===== src/rtl/la_xortree_if.sv =====
// la_xortree_if: beat input and parity result handshake bundle for la_xortree
interface la_xortree_if #(
  parameter int N  = 32,
  parameter int CW = 8
);
  logic          in_valid;
  logic          in_ready;
  logic [N-1:0]  in_data;
  logic          in_last;
  logic          accum;
  logic          out_valid;
  logic          out_ready;
  logic          out_parity;
  logic [CW-1:0] out_beats;
  modport master (
    output in_valid, in_data, in_last, accum, out_ready,
    input  in_ready, out_valid, out_parity, out_beats
  );
  modport slave (
    input  in_valid, in_data, in_last, accum, out_ready,
    output in_ready, out_valid, out_parity, out_beats
  );
endinterface


===== src/rtl/la_xortree.sv =====
// la_xortree: pipelined RADIX-ary XOR reduction tree with per-beat packet accumulation
module la_xortree #(
  parameter int    N     = 32,
  parameter int    RADIX = 3,
  parameter int    ODD   = 0,
  parameter int    CW    = 8,
  parameter string PROP  = "DEFAULT"
) (
  input logic clk,
  input logic nreset,
  la_xortree_if.slave io
);
  function automatic int levels();
    int w = N;
    int l = 0;
    while (w > 1) begin
      w = (w + RADIX - 1) / RADIX;
      l++;
    end
    return l;
  endfunction
  // one tree level: bit i joins node i/RADIX; unused upper bits stay zero, padding partial groups
  function automatic logic [N-1:0] fold(input logic [N-1:0] v);
    fold = '0;
    for (int i = 0; i < N; i++) fold[i/RADIX] = fold[i/RADIX] ^ v[i];
  endfunction
  localparam int   L   = levels();
  localparam logic INV = (ODD != 0);
  logic [N-1:0]  vec [L];
  logic [N-1:0]  nxt [L];
  logic [L-1:0]  sv, sa, sl;
  logic          acc, p, adv;
  logic [CW-1:0] cnt, cnt_inc;
  always_comb
    for (int k = 0; k < L; k++) nxt[k] = fold(vec[k]);
  assign p           = ^nxt[L-1];
  assign adv         = !io.out_valid | io.out_ready;
  assign io.in_ready = adv;
  assign cnt_inc     = &cnt ? cnt : cnt + 1'b1;
  always_ff @(posedge clk or negedge nreset)
    if (!nreset) begin
      for (int k = 0; k < L; k++) vec[k] <= '0;
      sv            <= '0;
      sa            <= '0;
      sl            <= '0;
      acc           <= 1'b0;
      cnt           <= '0;
      io.out_valid  <= 1'b0;
      io.out_parity <= 1'b0;
      io.out_beats  <= '0;
    end else if (adv) begin
      vec[0] <= io.in_data;
      sv[0]  <= io.in_valid;
      sa[0]  <= io.accum;
      sl[0]  <= io.in_last;
      for (int k = 1; k < L; k++) begin
        vec[k] <= nxt[k-1];
        sv[k]  <= sv[k-1];
        sa[k]  <= sa[k-1];
        sl[k]  <= sl[k-1];
      end
      // absorbed accumulate beats produce a bubble at the output
      io.out_valid <= sv[L-1] & !(sa[L-1] & !sl[L-1]);
      if (sv[L-1] && !sa[L-1]) begin
        io.out_parity <= p ^ INV;
        io.out_beats  <= CW'(1);
      end else if (sv[L-1] && !sl[L-1]) begin
        acc <= acc ^ p;
        cnt <= cnt_inc;
      end else if (sv[L-1]) begin
        io.out_parity <= acc ^ p ^ INV;
        io.out_beats  <= cnt_inc;
        acc           <= 1'b0;
        cnt           <= '0;
      end
    end
endmodule


===== src/flat_wrapper.sv =====
// flat-port wrapper written by rule: the top's interface ports become plain ports
module la_xortree_flat 
#(
  parameter int    N     = 32,
  parameter int    RADIX = 3,
  parameter int    ODD   = 0,
  parameter int    CW    = 8,
  parameter string PROP  = "       "
)
  (clk, nreset, io_in_valid, io_in_data, io_in_last, io_accum, io_out_ready, io_in_ready, io_out_valid, io_out_parity, io_out_beats);
  la_xortree_if #(.N(N), .CW(CW)) io_i ();
  input logic clk;
  input logic nreset;
  input wire logic [$bits(io_i.in_valid)-1:0] io_in_valid;
  input wire logic [$bits(io_i.in_data)-1:0] io_in_data;
  input wire logic [$bits(io_i.in_last)-1:0] io_in_last;
  input wire logic [$bits(io_i.accum)-1:0] io_accum;
  input wire logic [$bits(io_i.out_ready)-1:0] io_out_ready;
  output wire logic [$bits(io_i.in_ready)-1:0] io_in_ready;
  output wire logic [$bits(io_i.out_valid)-1:0] io_out_valid;
  output wire logic [$bits(io_i.out_parity)-1:0] io_out_parity;
  output wire logic [$bits(io_i.out_beats)-1:0] io_out_beats;
  assign io_i.in_valid = io_in_valid;
  assign io_i.in_data = io_in_data;
  assign io_i.in_last = io_in_last;
  assign io_i.accum = io_accum;
  assign io_i.out_ready = io_out_ready;
  assign io_in_ready = io_i.in_ready;
  assign io_out_valid = io_i.out_valid;
  assign io_out_parity = io_i.out_parity;
  assign io_out_beats = io_i.out_beats;
  la_xortree #(.N(N), .RADIX(RADIX), .ODD(ODD), .CW(CW), .PROP(PROP)) u_core (.clk(clk), .nreset(nreset), .io(io_i));
endmodule

===== config.mk =====
export PLATFORM = sky130hd
export DESIGN_NAME = la_xortree_flat
export DESIGN_NICKNAME = d
export VERILOG_FILES = /design/src/rtl/la_xortree_if.sv /design/src/rtl/la_xortree.sv /design/src/flat_wrapper.sv
export SDC_FILE = /design/constraint.sdc
export NUM_CORES = 1
export LEC_CHECK = 0
export BUFFER_PORTS_ARGS = -buffer_cell sky130_fd_sc_hd__buf_2
export CELL_PAD_IN_SITES_DETAIL_PLACEMENT = 1
export CELL_PAD_IN_SITES_GLOBAL_PLACEMENT = 2
export CORE_ASPECT_RATIO = 1.4
export CORE_MARGIN = 1
export CORE_UTILIZATION = 31
export CTS_BUF_LIST = sky130_fd_sc_hd__clkbuf_4 sky130_fd_sc_hd__clkbuf_8 sky130_fd_sc_hd__clkbuf_16
export DETAILED_ROUTE_END_ITERATION = 8
export PLACE_DENSITY = 0.71
export SKIP_LAST_GASP = 1
export SLEW_MARGIN = 0
export SYNTH_ARGS = -nofsm -noshare
export SYNTH_HDL_FRONTEND = slang
export SYNTH_SLANG_ARGS = --single-unit
export TNS_END_PERCENT = 100

===== constraint.sdc =====
create_clock -name clk -period 1.41 [get_ports clk]
set_input_delay 0 -clock clk [delete_from_list [all_inputs] [get_ports clk]]
set_output_delay 0 -clock clk [all_outputs]
set_load 0.05 [all_outputs]

# --- Word-level counts from Yosys, hierarchy flattened ---
# Index checks and enable logic that the tools add are counted.
word_totals:
  reg_bits: 80
  output_inout_bits: 11
  in_bits: 38
  elab_cells: 73
classes:
  reduce_logical: 12
  n_bitwise: 36
  n_addsub: 1
  mux: 11
  eq_ne: 1
ops:
  columns: ["operator", "count"]
  rows:
  - ["two-way mux 8 bit", 6]
  - ["XOR reduction 32 bit", 1]
  - ["bitwise XOR 1 bit", 32]
  - ["adder 8 x 1 -> 8 bit, second input constant", 1]
  - ["AND reduction 8 bit", 1]
  - ["AND reduction 3 bit", 2]
  - ["two-way mux 1 bit", 5]
  - ["zero test 1 bit", 4]
  - ["nonzero test 2 bit", 2]
  - ["bitwise AND 1 bit", 2]
  - ["logical AND 1 bit", 2]
  - ["inequality test 2 x 1 -> 1 bit, second input constant", 1]
  - ["inverter 1 bit", 1]
  - ["OR 1 bit", 1]

# --- Longest topological paths before layout ---
logic_depth:
  depth_word: 6
  mapped_depth: 7
  ltp_nobuf: 5

# --- Least setup slack after synthesis ---
# OpenSTA, ideal clock, no wires.
synth_path:
  kind: "reg2reg"
  start: "reg u_core.io.out_valid"
  end: "reg u_core.sl[3]"
  t_required_ps: 1343
  t_arrival_ps: 1803
  setup_slack_ps: -460
  setup_time_ps: 67
  path_stages_with_launch: 7
  path_buffers: 2
  synth_period_minus_slack_ps: 1870
  cell_sequence: "dfrtp_1 nor2b_1 buf_2 clkinv_1 clkbuf_1 nand2_1 nand2_1"
synth_between:
  elab_chain_cells: 2
synth_rtl:
  columns: ["item", "line", "text"]
  rows:
  - ["from (decl)", "la_xortree_if.sv:21", "output in_ready, out_valid, out_parity, out_beats"]
  - ["from (signal assigned)", "la_xortree.sv:63", "io.out_valid <= sv[L-1] & !(sa[L-1] & !sl[L-1]);"]
  - ["zero test 1 bit", "la_xortree.sv:37", "assign adv = !io.out_valid | io.out_ready;"]
  - ["OR 1 bit", "la_xortree.sv:37", null]
  - ["net io_in_ready", "flat_wrapper.sv:19", "output wire logic [$bits(io_i.in_ready)-1:0] io_in_ready;"]
  - ["to (signal, indexed assignment)", "la_xortree.sv:60", "sl[k] <= sl[k-1];"]
  - ["to (decl)", "la_xortree.sv:31", "logic [L-1:0] sv, sa, sl;"]
# The timed path passes the listed nets, and every way through them passes these cells.
# A chain may end at the register's enable or synchronous reset.

# --- Worst setup path in the final report ---
layout_path:
  start: "reg u_core.cnt[1]"
  end: "reg u_core.io.out_beats[5]"
layout_between:
  elab_chain_cells: 5
  word_cells_on_any_way: 6
  cone_classes: "add/sub (1); mux (4); reduce/logical (1)"
layout_rtl:
  columns: ["item", "line", "text"]
  rows:
  - ["from (decl)", "la_xortree.sv:33", "logic [CW-1:0] cnt, cnt_inc;"]
  - ["from (signal assigned)", "la_xortree.sv:69", "cnt <= cnt_inc;"]
  - ["adder 8 x 1 -> 8 bit or AND reduction 8 bit (tied branches)", "la_xortree.sv:39", "assign cnt_inc = &cnt ? cnt : cnt + 1'b1;"]
  - ["two-way mux 8 bit (*)", "la_xortree.sv:39", null]
  - ["two-way mux 8 bit (*)", "la_xortree.sv:70", "end else if (sv[L-1]) begin"]
  - ["two-way mux 8 bit (*)", "la_xortree.sv:67", "end else if (sv[L-1] && !sl[L-1]) begin"]
  - ["two-way mux 8 bit (*)", "la_xortree.sv:64", "if (sv[L-1] && !sa[L-1]) begin"]
  - ["to (signal assigned)", "la_xortree.sv:72", "io.out_beats <= cnt_inc;"]
  - ["to (decl)", "la_xortree_if.sv:21", null]
# Every way passes the cells marked *; elsewhere a longest branch is shown, timed or not. The select of a mux whose other input is x is not followed.

==> flow_metrics.env <==
export IMPL_total_power_uw=9500
export IMPL_synth_most_common_cell="nand2_1"
export IMPL_syn2layout_area_growth_pct=39.5
export IMPL_syn_area_mm2=0.00348
export IMPL_finalSetupViolCount=5
export IMPL_worstPathRequired_ns=1.63
export IMPL_post_route_util_pct=44.7
export IMPL_drc_errors=0
export IMPL_antenna_found_initial=0
export IMPL_drtAntennaViolNets=0
export IMPL_coreArea_mm2=0.0109
export IMPL_grt_pass1_wl_um=14100
export IMPL_yosysWarnings=0
export IMPL_reg2reg_from="u_core.cnt[1]$_DFFE_PN0P_"
export IMPL_synth_area_top_cells="dfrtp_1, nand2_1, xnor2_1"
export IMPL_synthCells=380
export IMPL_finalSetupTns_ns=-0.177
export IMPL_ys_flop_type="dfrtp_1"
export IMPL_ys_seq_elements=80
export IMPL_clockRootBuffer="clkbuf_16"
export IMPL_drtIter0Drc=67
export IMPL_vias=2871
export IMPL_rsz0062_at_grt="yes"
export IMPL_min_path_type="in2async"
export IMPL_yosysTopAreaCell="dfrtp_1"
export IMPL_rrSetupSlack_ns=-0.07
export IMPL_die_h_um=127
export IMPL_ir_drop_v=0.000668
export IMPL_synth_fp_nets=419
export IMPL_crit_chain="ha_4, nand3_4, nor2_4, o32a_1, a32o_1"
export IMPL_drive_gt1_share_pct=22.5
export IMPL_layout_min_cycle_time_ns=1.48
export IMPL_ys_seq_area_share_pct=57.5
export IMPL_r2r_end="u_core.io.out_beats[5]$_DFFE_PN0P_"
export IMPL_finalWorstSetupSlack_ns=-0.0742
export IMPL_finClkSkew_ns=0.00552
export IMPL_synth_top_area_share_pct=57.5
export IMPL_numClockSinks=80
export IMPL_synth_edf_count=0
export IMPL_viasPerCell=4.56
export IMPL_crit_family="compound AO/OA/AOI/OAI gates"
export IMPL_max_stage_delay_ns=0.43
export IMPL_violations="negative setup slack"
export IMPL_grt_pass1_vias=3072
export IMPL_path_class="reg2reg"
export IMPL_syn_mean_instance_area_um2=9.17
export IMPL_hold_viol=0
export IMPL_holdWs_ns=0.151
export IMPL_grtUsageTotal_pct=15.4
export IMPL_rows=45
export IMPL_startpoint_type="flip-flop"
export IMPL_diodes=0
export IMPL_max_clock_freq_ghz=0.674
export IMPL_pre_cts_ws_ns=-0.0830
export IMPL_synthArstFlopShare_pct=100
export IMPL_nNetsFinal=523
export IMPL_n_fill_cell=1236
export IMPL_power_leakage_uw=0.00232
export IMPL_io_buffer_count=48
export IMPL_slowest_stage="dfrtp_1"
export IMPL_yosys_top_cells_count="nand2_1, dfrtp_1, o21ai_0"
export IMPL_path_max_fanout=6
export IMPL_dp_hpwl_um=5170
export IMPL_relSlewSlack_pct=71.4
export IMPL_io_pins=49
export IMPL_cts_max_level=3
export IMPL_wirelength_um=8050
export IMPL_gr_total_overflow=0
export IMPL_cap_violations=0
export IMPL_min_period_over_period_pct=105
export IMPL_cts_buffer_depth=2
export IMPL_dr_pass1_iters=4
export IMPL_outcome="complete, but fails checks"
export IMPL_die_w_um=91.6
export IMPL_power_density_mw_per_mm2=1950
export IMPL_clk_pin_slew_ns=0.06
export IMPL_tightest_slew_ns=0.429
export IMPL_start_util_pct=32.1
export IMPL_r2r_cells=5
export IMPL_wire_per_inst_um=12.8
export IMPL_worst_path_buf_inv=0
export IMPL_endpoint_kind="flip-flop"
export IMPL_cp_arrival_ns=1.70
export IMPL_die_area_mm2=0.0117
export IMPL_synth_distinct_cells=36
export IMPL_slew_violations=0
export IMPL_clock_latency_ns=0.33
export IMPL_cts_buffers=9
export IMPL_grt_max_degree=59
export IMPL_globalplace_congestion=0.779
export IMPL_cts_tree="done"
==> stage by stage <==
stage | std cells | area [um^2]
after floorplan | 380 | 3550
after global placement | 573 | 4070
after detailed placement | 573 | 4070
after CTS | 628 | 4760
after global routing | 629 | 4860
final | 629 | 4860
==> power by group <==
group	total, uW	switching (uW)	internal [uW]
logic	3480	2000	1490
clock network	2210	851	1360
registers	3810	635	3170
==> cell usage in the layout, fill, tap and decap left out, types with 2 or more instances in the layout <==
master,n
a21oi_1,2
a32o_1,2
and3_1,2
buf_12,2
buf_2,46
buf_4,22
buf_6,4
clkbuf_16,9
clkbuf_4,4
clkbuf_8,2
dfrtp_1,79
dlygate4sd3_1,36
inv_1,5
nand2_1,162
nand3_1,3
nand4_1,2
nor2_1,7
nor2_4,3
nor3_1,2
nor4_1,2
o21ai_0,29
o31ai_2,3
o31ai_4,2
xnor2_1,19
xor2_1,14
==> layout make-up <==
cell class	instances	area, um^2	area share, %
clock buffer	15	283	5.82
tap	141	176	3.63
sequential	80	2000	41.2
multi-input combinational	277	1530	31.5
timing repair buffer	110	841	17.3
inverter	6	23.8	0.489
==> worst reg2reg max path, stage by stage, from the launching register on <==
cell and delay [ns]:
dfrtp_1 0.43, ha_4 0.20, nand3_4 0.12, nor2_4 0.06
o32a_1 0.31, a32o_1 0.27
==> how the worst max path moves through the flow <==
stage                                   start                                 end  slack [ns]  cells past startpoint
global placement    u_core.cnt[1]$_DFFE_PN0P_  u_core.io.out_beats[5]$_DFFE_PN0P_       -0.03                      5
CTS                 u_core.cnt[1]$_DFFE_PN0P_  u_core.io.out_beats[5]$_DFFE_PN0P_       -0.08                      5
global route        u_core.cnt[4]$_DFFE_PN0P_  u_core.io.out_beats[1]$_DFFE_PN0P_       -0.16                      4
finish              u_core.cnt[1]$_DFFE_PN0P_  u_core.io.out_beats[5]$_DFFE_PN0P_       -0.07                      5
floorplan           u_core.cnt[0]$_DFFE_PN0P_  u_core.io.out_beats[5]$_DFFE_PN0P_       -0.04                      5
detailed placement  u_core.cnt[1]$_DFFE_PN0P_  u_core.io.out_beats[5]$_DFFE_PN0P_       -0.08                      5
==> routing by layer <==
layer | share of wire (%) | wire length [um] | GRT usage, %
met5 | 0 | 0 | 0
met1 | 43 | 3450 | 17.1
met2 | 53 | 4270 | 28.2
met4 | 1.4 | 116 | 5.60
met3 | 2.6 | 213 | 3.99
==> sequential cells by signal, indices dropped and copies added (netlist names) <==
signal and cells:
u_core.io.out_beats 8, u_core.vec 49, u_core.acc 1, u_core.cnt 8, u_core.io.out_valid 1, u_core.sa 4, u_core.sl 4, u_core.io.out_parity 1
u_core.sv 4
==> cell families (layout without fill, tap and decap cells) <==
| kind of cell | after synthesis | in the layout | share of synthesized area (%) |
|---|---|---|---|
| flip-flops | 80 | 80 | 57.5 |
| adder cells (fa/ha/maj) | 1 | 1 | 0.359 |
| XOR/XNOR | 34 | 34 | 8.55 |
| AO/OA/AOI/OAI | 50 | 50 | 8.94 |
| buffers and inverters | 23 | 131 | 2.69 |
| AND/OR/NAND/NOR | 192 | 192 | 22.0 |
==> repair_timing <==
item | 4_1_cts | 5_1_grt
gates resized for setup | 5 | 17
pin swaps | 2 | 6
endpoints found under the hold margin | 72 | 0
buffers inserted | 4 | 1
hold buffers | 36 | 0
endpoints found under the setup margin | 10 | 16
No activity file was read; power rests on OpenSTA's default activity.
